### src/rtl/co_controller_if.sv
// co_controller_if: command/datapath bundle for co_controller; slave = controller side, master = command source + datapath side
interface co_controller_if #(parameter int WIDTH = 8);
  logic             start;
  logic             op;
  logic [WIDTH-1:0] x0;
  logic [WIDTH-1:0] y0;
  logic [WIDTH-1:0] x;
  logic [WIDTH-1:0] y;
  logic             load_x;
  logic             load_y;
  logic             subtract_x;
  logic             subtract_y;
  logic             add_x;
  logic             add_y;
  logic             busy;
  logic             done;
  logic             err;
  modport slave (
    input  start, op, x0, y0, x, y,
    output load_x, load_y, subtract_x, subtract_y, add_x, add_y, busy, done, err
  );
  modport master (
    output start, op, x0, y0, x, y,
    input  load_x, load_y, subtract_x, subtract_y, add_x, add_y, busy, done, err
  );
endinterface

### src/rtl/co_controller.sv
// co_controller: sequencing FSM driving x/y datapath strobes for GCD (repeated subtraction) and, with CO_MUL_EN, multiply (repeated addition)
// Ports: clk (rising edge), reset (async, active-low), bus (co_controller_if.slave: start/op/x0/y0 command,
//   x/y datapath feedback, load/subtract/add strobes, busy/done/err status).
// Macro CO_MUL_EN: compiles in the MUL state and its countdown; otherwise op is ignored and add_x is 0.
module co_controller #(
  parameter int WIDTH = 8
) (
  input logic            clk,
  input logic            reset,
  co_controller_if.slave bus
);
`ifdef CO_MUL_EN
  typedef enum logic [2:0] {IDLE, LOAD, GCD, MUL, DONE} state_t;
  logic             op_q;
  logic [WIDTH-1:0] cnt_q;
`else
  typedef enum logic [2:0] {IDLE, LOAD, GCD, DONE} state_t;
`endif
  state_t state_q;
  logic   busy_q, done_q, err_q, zero_q;
  always_ff @(posedge clk or negedge reset) begin
    if (!reset) begin
      state_q <= IDLE;
      busy_q  <= 1'b0;
      done_q  <= 1'b0;
      err_q   <= 1'b0;
      zero_q  <= 1'b0;
`ifdef CO_MUL_EN
      op_q    <= 1'b0;
      cnt_q   <= '0;
`endif
    end else begin
      done_q <= 1'b0;
      case (state_q)
        IDLE: if (bus.start) begin
          state_q <= LOAD;
          busy_q  <= 1'b1;
          err_q   <= 1'b0;
          zero_q  <= (bus.x0 == '0) || (bus.y0 == '0);
`ifdef CO_MUL_EN
          op_q    <= bus.op;
          cnt_q   <= bus.y0;
`endif
        end
        LOAD: begin
          busy_q  <= !zero_q;
          done_q  <= zero_q;
          err_q   <= zero_q;
`ifdef CO_MUL_EN
          state_q <= zero_q ? DONE : (op_q ? MUL : GCD);
`else
          state_q <= zero_q ? DONE : GCD;
`endif
        end
        GCD: if (bus.x == bus.y) begin
          state_q <= DONE;
          busy_q  <= 1'b0;
          done_q  <= 1'b1;
        end
`ifdef CO_MUL_EN
        // cnt starts at B, so B-1 additions of A onto x=A leave x=A*B
        MUL: if (cnt_q == WIDTH'(1)) begin
          state_q <= DONE;
          busy_q  <= 1'b0;
          done_q  <= 1'b1;
        end else begin
          cnt_q   <= cnt_q - 1'b1;
        end
`endif
        DONE: state_q <= IDLE;
        default: state_q <= IDLE;
      endcase
    end
  end
  assign bus.load_x     = state_q == LOAD;
  assign bus.load_y     = state_q == LOAD;
  assign bus.subtract_x = (state_q == GCD) && (bus.x > bus.y);
  assign bus.subtract_y = (state_q == GCD) && (bus.x < bus.y);
`ifdef CO_MUL_EN
  assign bus.add_x      = (state_q == MUL) && (cnt_q != WIDTH'(1));
`else
  assign bus.add_x      = 1'b0;
`endif
  assign bus.add_y      = 1'b0;
  assign bus.busy       = busy_q;
  assign bus.done       = done_q;
  assign bus.err        = err_q;
endmodule

### src/flat_wrapper.sv
// flat-port wrapper written by rule: the top's interface ports become plain ports
module co_controller_flat 
#(
  parameter int WIDTH = 8
)
  (clk, reset, bus_start, bus_op, bus_x0, bus_y0, bus_x, bus_y, bus_load_x, bus_load_y, bus_subtract_x, bus_subtract_y, bus_add_x, bus_add_y, bus_busy, bus_done, bus_err);
  co_controller_if #(.WIDTH(WIDTH)) bus_i ();
  input logic clk;
  input logic reset;
  input wire logic [$bits(bus_i.start)-1:0] bus_start;
  input wire logic [$bits(bus_i.op)-1:0] bus_op;
  input wire logic [$bits(bus_i.x0)-1:0] bus_x0;
  input wire logic [$bits(bus_i.y0)-1:0] bus_y0;
  input wire logic [$bits(bus_i.x)-1:0] bus_x;
  input wire logic [$bits(bus_i.y)-1:0] bus_y;
  output wire logic [$bits(bus_i.load_x)-1:0] bus_load_x;
  output wire logic [$bits(bus_i.load_y)-1:0] bus_load_y;
  output wire logic [$bits(bus_i.subtract_x)-1:0] bus_subtract_x;
  output wire logic [$bits(bus_i.subtract_y)-1:0] bus_subtract_y;
  output wire logic [$bits(bus_i.add_x)-1:0] bus_add_x;
  output wire logic [$bits(bus_i.add_y)-1:0] bus_add_y;
  output wire logic [$bits(bus_i.busy)-1:0] bus_busy;
  output wire logic [$bits(bus_i.done)-1:0] bus_done;
  output wire logic [$bits(bus_i.err)-1:0] bus_err;
  assign bus_i.start = bus_start;
  assign bus_i.op = bus_op;
  assign bus_i.x0 = bus_x0;
  assign bus_i.y0 = bus_y0;
  assign bus_i.x = bus_x;
  assign bus_i.y = bus_y;
  assign bus_load_x = bus_i.load_x;
  assign bus_load_y = bus_i.load_y;
  assign bus_subtract_x = bus_i.subtract_x;
  assign bus_subtract_y = bus_i.subtract_y;
  assign bus_add_x = bus_i.add_x;
  assign bus_add_y = bus_i.add_y;
  assign bus_busy = bus_i.busy;
  assign bus_done = bus_i.done;
  assign bus_err = bus_i.err;
  co_controller #(.WIDTH(WIDTH)) u_core (.clk(clk), .reset(reset), .bus(bus_i));
endmodule
### config.mk
export PLATFORM = sky130hd
export DESIGN_NAME = co_controller_flat
export DESIGN_NICKNAME = d
export VERILOG_FILES = /design/src/rtl/co_controller_if.sv /design/src/rtl/co_controller.sv /design/src/flat_wrapper.sv
export SDC_FILE = /design/constraint.sdc
export NUM_CORES = 1
export LEC_CHECK = 0
export ABC_AREA = 1
export CORE_MARGIN = 2
export CORE_UTILIZATION = 32
export CTS_CLUSTER_SIZE = 14
export DETAILED_ROUTE_END_ITERATION = 7
export PLACE_DENSITY = 0.86
export SLEW_MARGIN = 30
export SYNTH_ARGS = -nofsm -noshare
export SYNTH_HDL_FRONTEND = slang
export SYNTH_SLANG_ARGS = --single-unit
### constraint.sdc
create_clock -name clk -period 1.1 [get_ports clk]
set_input_delay 0.22 -clock clk [delete_from_list [all_inputs] [get_ports clk]]
set_output_delay 0.22 -clock clk [all_outputs]
set_load 0.005 [all_outputs]
* Yosys cells after proc, flatten, opt, wreduce, memory -nomap -nowiden
Cells that the tools add are included.
** Storage, ports and cells
- Bits in registers :: 7
- Input port bits :: 36
- Logic and storage cells :: 36
** Operators by class
- $lt $le $gt $ge :: 2
- Eq/ne operators :: 5
- Multiplexer cells :: 11
- Reductions and logical operators :: 13
** Operators by type and width (number)
- 8-bit logical NOT :: 2
- 3-bit case mux with 3 select lines :: 1
- 8-bit equality test :: 1
- 8-bit > comparator :: 1
- 8-bit < comparator :: 1
- 3-bit two-way mux :: 2
- 2-bit AND reduction :: 3
- 1-bit two-way mux :: 5
- 1-bit case mux with 2 select lines :: 2
- 3-bit by 1-bit equality test with 1-bit output, second input constant :: 1
- 3-bit by 2-bit equality test with 1-bit output, second input constant :: 1
- 3-bit logical NOT :: 1
- 1-bit case mux with 3 select lines :: 1
- 3-bit AND reduction :: 1
- 3-bit nonzero test :: 1
- 1-bit logical AND :: 2
- 2-bit by 1-bit inequality test with 1-bit output, second input constant :: 1
- 2-bit inequality test, second input constant :: 1
- 2-bit nonzero test :: 1
- 1-bit logical NOT :: 1
- 1-bit logical OR :: 1

* Logic depth before layout (Yosys ltp)
- Depth in word-level cells :: 3
- Depth in mapped cells :: 10

* Least setup slack after synthesis
Ideal clock, no wire load.
- Path kind :: input to output
- From :: input port bus_y[7]
- To :: output port bus_subtract_y
- Data arrival time :: 0.978 ns
- Data required time :: 0.880 ns
- Setup slack :: -0.098 ns
- Cell stages on the path :: 6
- Buffers on the path :: 0
- Path through :: inv_1 -> ha_1 -> a21o_1 -> nor2_1 -> nand2_1 -> nor2_1
** On the way
- Cells in the longest elaborated chain, start to end :: 2
** Ends and longest elaborated chain
- from (decl) :: RTL line flat_wrapper.sv:15 : input wire logic [$bits(bus_i.y)-1:0] bus_y;
- 8-bit < comparator :: RTL line co_controller.sv:78 : assign bus.subtract_y = (state_q == GCD) && (bus.x < bus.y);
- 1-bit logical AND :: RTL line co_controller.sv:78
- to (decl) :: RTL line flat_wrapper.sv:19 : output wire logic [$bits(bus_i.subtract_y)-1:0] bus_subtract_y;
Every way passes these cells.

* Final worst setup path
- From :: register u_core.state_q[0]
- To :: output port bus_subtract_x
** On the way
- Cells in the longest elaborated chain, start to end :: 2
** Ends and longest elaborated chain
- from (decl) :: RTL line co_controller.sv:19 : state_t state_q;
- from (signal assigned) :: RTL line co_controller.sv:52 : state_q <= zero_q ? DONE : GCD;
- 3-bit by 2-bit equality test with 1-bit output :: RTL line co_controller.sv:77 : assign bus.subtract_x = (state_q == GCD) && (bus.x > bus.y);
- 1-bit logical AND :: RTL line co_controller.sv:77
- to (decl) :: RTL line flat_wrapper.sv:18 : output wire logic [$bits(bus_i.subtract_x)-1:0] bus_subtract_x;
Every way passes these cells.

==> results.md <==
* Num CTS Buffers at 3
* Synth cell count leaders: nand2_1 (24), inv_1 (17), ha_1 (13)
* Final worst setup slack at -0.300 ns
* Clock Skew at 0.0120 ns
* # hold bufs at CTS at 0
* Overflow after GRT at 0
* Worst path max stage delay at 0.41 ns
* Met2 WL at 1320 um
* Yosys warns at 0
* CP arrival at 1.18 ns
* Leak at 0.712 nW
* Antenna Cells at 0
* Vias in the first global route at 890
* Finished Layout Cells at 184
* Async S/R FF share, synth at 100%
* Top layer in use: met4
* Crit path capture type: primary output
* Net count, final at 207
* Num Clock Sinks at 6
* Max Cap Viol at 0
* Chip Height at 50.5 um
* Worst ir drop on vdd at 0.00114 V
* CTS root buf: clkbuf_4
* Met1 wire length at 896 um
* Sequential area share after synthesis at 21.7%
* Fillers at 139
* Max Freq at 0.714 GHz
* Hold Path Class: in2async
* Total I/O pin count at 45
* WL met3 at 106 um
* Port buffer count at 41
* TritonCTS clock tree: done
* GRT Util Overall at 19.6%
* Post-synth cell types at 21
* Crit path max-delay cell type: dfrtp_2
* Max-slew violation count at 0
* Storage element area at 151 um^2
* Wire per inst at 12.9 um
* Final instance area at 0.00145 mm^2
* Prevailing post-synth register cell: dfrtp_1
* Crit-path max FO at 2
* Cell row count at 16
* Cell area after synthesis at 693 um^2
* DRT Pass-1 Iters at 4
* Longest Clk Path Bufs at 2
* Crit-path cells: inv_2 -> ha_4 -> nand2_4 -> a21oi_2 -> buf_2
* Initial Utilization at 34.6%
* Die width at 50.5 um
* Mean Syn Cell Area at 7.00 um^2
* R2R depth at 7
* Yosys top cell by area: ha_1
* Worst-path clk slew at 0.06 ns
* Cells after Synth at 99
* Synth Register Bits at 6
* RD Place Congestion at 0.822
* Design Power at 2.34 mW
* Dpl cell area at 0.00132 mm^2
* Dpl hpwl at 1690 um
* Drt first-iter violations at 9
* First-pass GRT wire length at 3760 um
* Fraction of layout cells with a size suffix above 1 at 61.8%
* Most frequent cell after synthesis: nand2_1
* Detailed-route via count at 841
* Period utilisation layout at 127%
* Dpl cells at 173
* RSZ-0062 raised after global routing: yes
* Core ar. at 0.00200 mm^2
* Largest net degree at the start of global routing at 7
* Synth top area share at 23.5%
* Critical path class: reg2out
* Post-synth EDFFs at 0
* Final wirelength at 2370 um
* Detail Route Antenna Nets at 0
* Worst skew pair latency at 0.26 ns
* Layout area overhead at 109%
* DRC at 0
* Initial antenna violation count at 0
* CP Data Required Time at 0.88 ns
* PwrDens at 1620 mW/mm^2
* Post-route minimum period at 1.40 ns
* Synth top area cells: ha_1 (23%), dfrtp_1 (22%), nand2_1 (13%)
* # H-tree levels at 1
* Via-per-instance ratio at 4.57
* Place WS at -1.09 ns
* Setup Viol. Count Final at 10
* Area of the multi-input gates at 696 um^2
* CP startpoint kind: flip-flop
* Die area at 0.00255 mm^2
* Final hold violations at 0
* Status: complete, but fails checks
* Violated checks: negative setup slack
## metrics by stage
stage	util (%)	TNS (ns)	hold WS, ns
3_5_place_dp	65.8	-5.34	0.488
4_1_cts	70.9	-1.54	0.209
2_1_floorplan	-	-0.0118	-0.0756
5_1_grt	72.3	-2.14	0.217
6_report	72.3	-1.68	0.206
3_3_place_gp	65.8	-4.96	0.458
## metal layers
metal / track usage [%] / vias up
met3: 5.36 / 6
met1: 21.5 / 388
li1: - / 421
met5: 0 / -
met2: 37.1 / 26
met4: 4.05 / 0
## final timing paths
check | slack, ns | startpoint | to
hold / removal | 0.21 | reset | u_core.zero_q
max in group asynchronous | 0.65 | reset | u_core.state_q[0]
hold reg to reg | 0.59 | u_core.bus.busy | u_core.bus.busy
setup reg to reg | -0.22 | u_core.state_q[0] | u_core.state_q[0]
min in group clk | 0.59 | u_core.bus.busy | u_core.bus.busy
setup / recovery | -0.30 | u_core.state_q[0] | bus_subtract_x
## cell type report
cell class	instances	area share, %
inverter	19	5.10
tap	27	2.33
sequential	6	10.5
multi-input combinational	72	48.1
clock buffer	4	1.82
timing repair buffer	56	32.2
## critical path: cells and delay by family (launching register included)
family / cells / cell delay, ns
DFF: 1 / 0.41
buffers and inverters: 2 / 0.21
adders and majority gates: 1 / 0.16
AOI/OAI and AO/OA: 1 / 0.09
and+or+nand+nor: 1 / 0.05
## timing repair
item                       CTS  global route
pin swaps                   35            29
gates resized for setup    106            15
setup endpoints to repair   13            12
setup buffers                4             5
## placed cells by master (no fill, tap or decap)
cell / count
dfrtp_2: 1
o21bai_1: 1
nand2_1: 11
nor2_1: 9
nand2_4: 9
inv_4: 1
buf_2: 13
nand3_1: 1
nor2_4: 2
inv_1: 3
o21ai_2: 3
conb_1: 2
a21oi_2: 4
nand3_2: 2
nand4_1: 3
clkdlybuf4s50_1: 18
ha_4: 11
dfrtp_1: 5
clkbuf_2: 3
clkdlybuf4s15_1: 3
ha_1: 2
nand2_2: 9
nor2_2: 2
clkbuf_1: 1
clkbuf_4: 3
a21o_1: 1
buf_6: 9
inv_2: 15
buf_4: 10
## report_power, final
part / switching [mW] / internal (mW) / total [mW]
logic: 0.838 / 0.917 / 1.76
clock network: 0.101 / 0.139 / 0.240
registers: 0.0572 / 0.289 / 0.347
total: 0.996 / 1.35 / 2.34
## flip-flops by register name, summed over array words and instances, names as in the netlist
signal and count:
u_core.zero_q 1, u_core.state_q 2, u_core.bus.busy 1, u_core.bus.err 1, u_core.bus.done 1
## logic make-up (layout without fill, tap and decap cells)
logic type	Yosys count	in the layout	synth area share [%]
other	1	2	0.541
buffers and inverters	22	79	13.5
and+or+nand+nor	48	48	33.0
adders and majority gates	13	13	23.5
DFF	6	6	21.7
AOI/OAI and AO/OA	9	9	7.76
(Power assumes the default switching activity.)
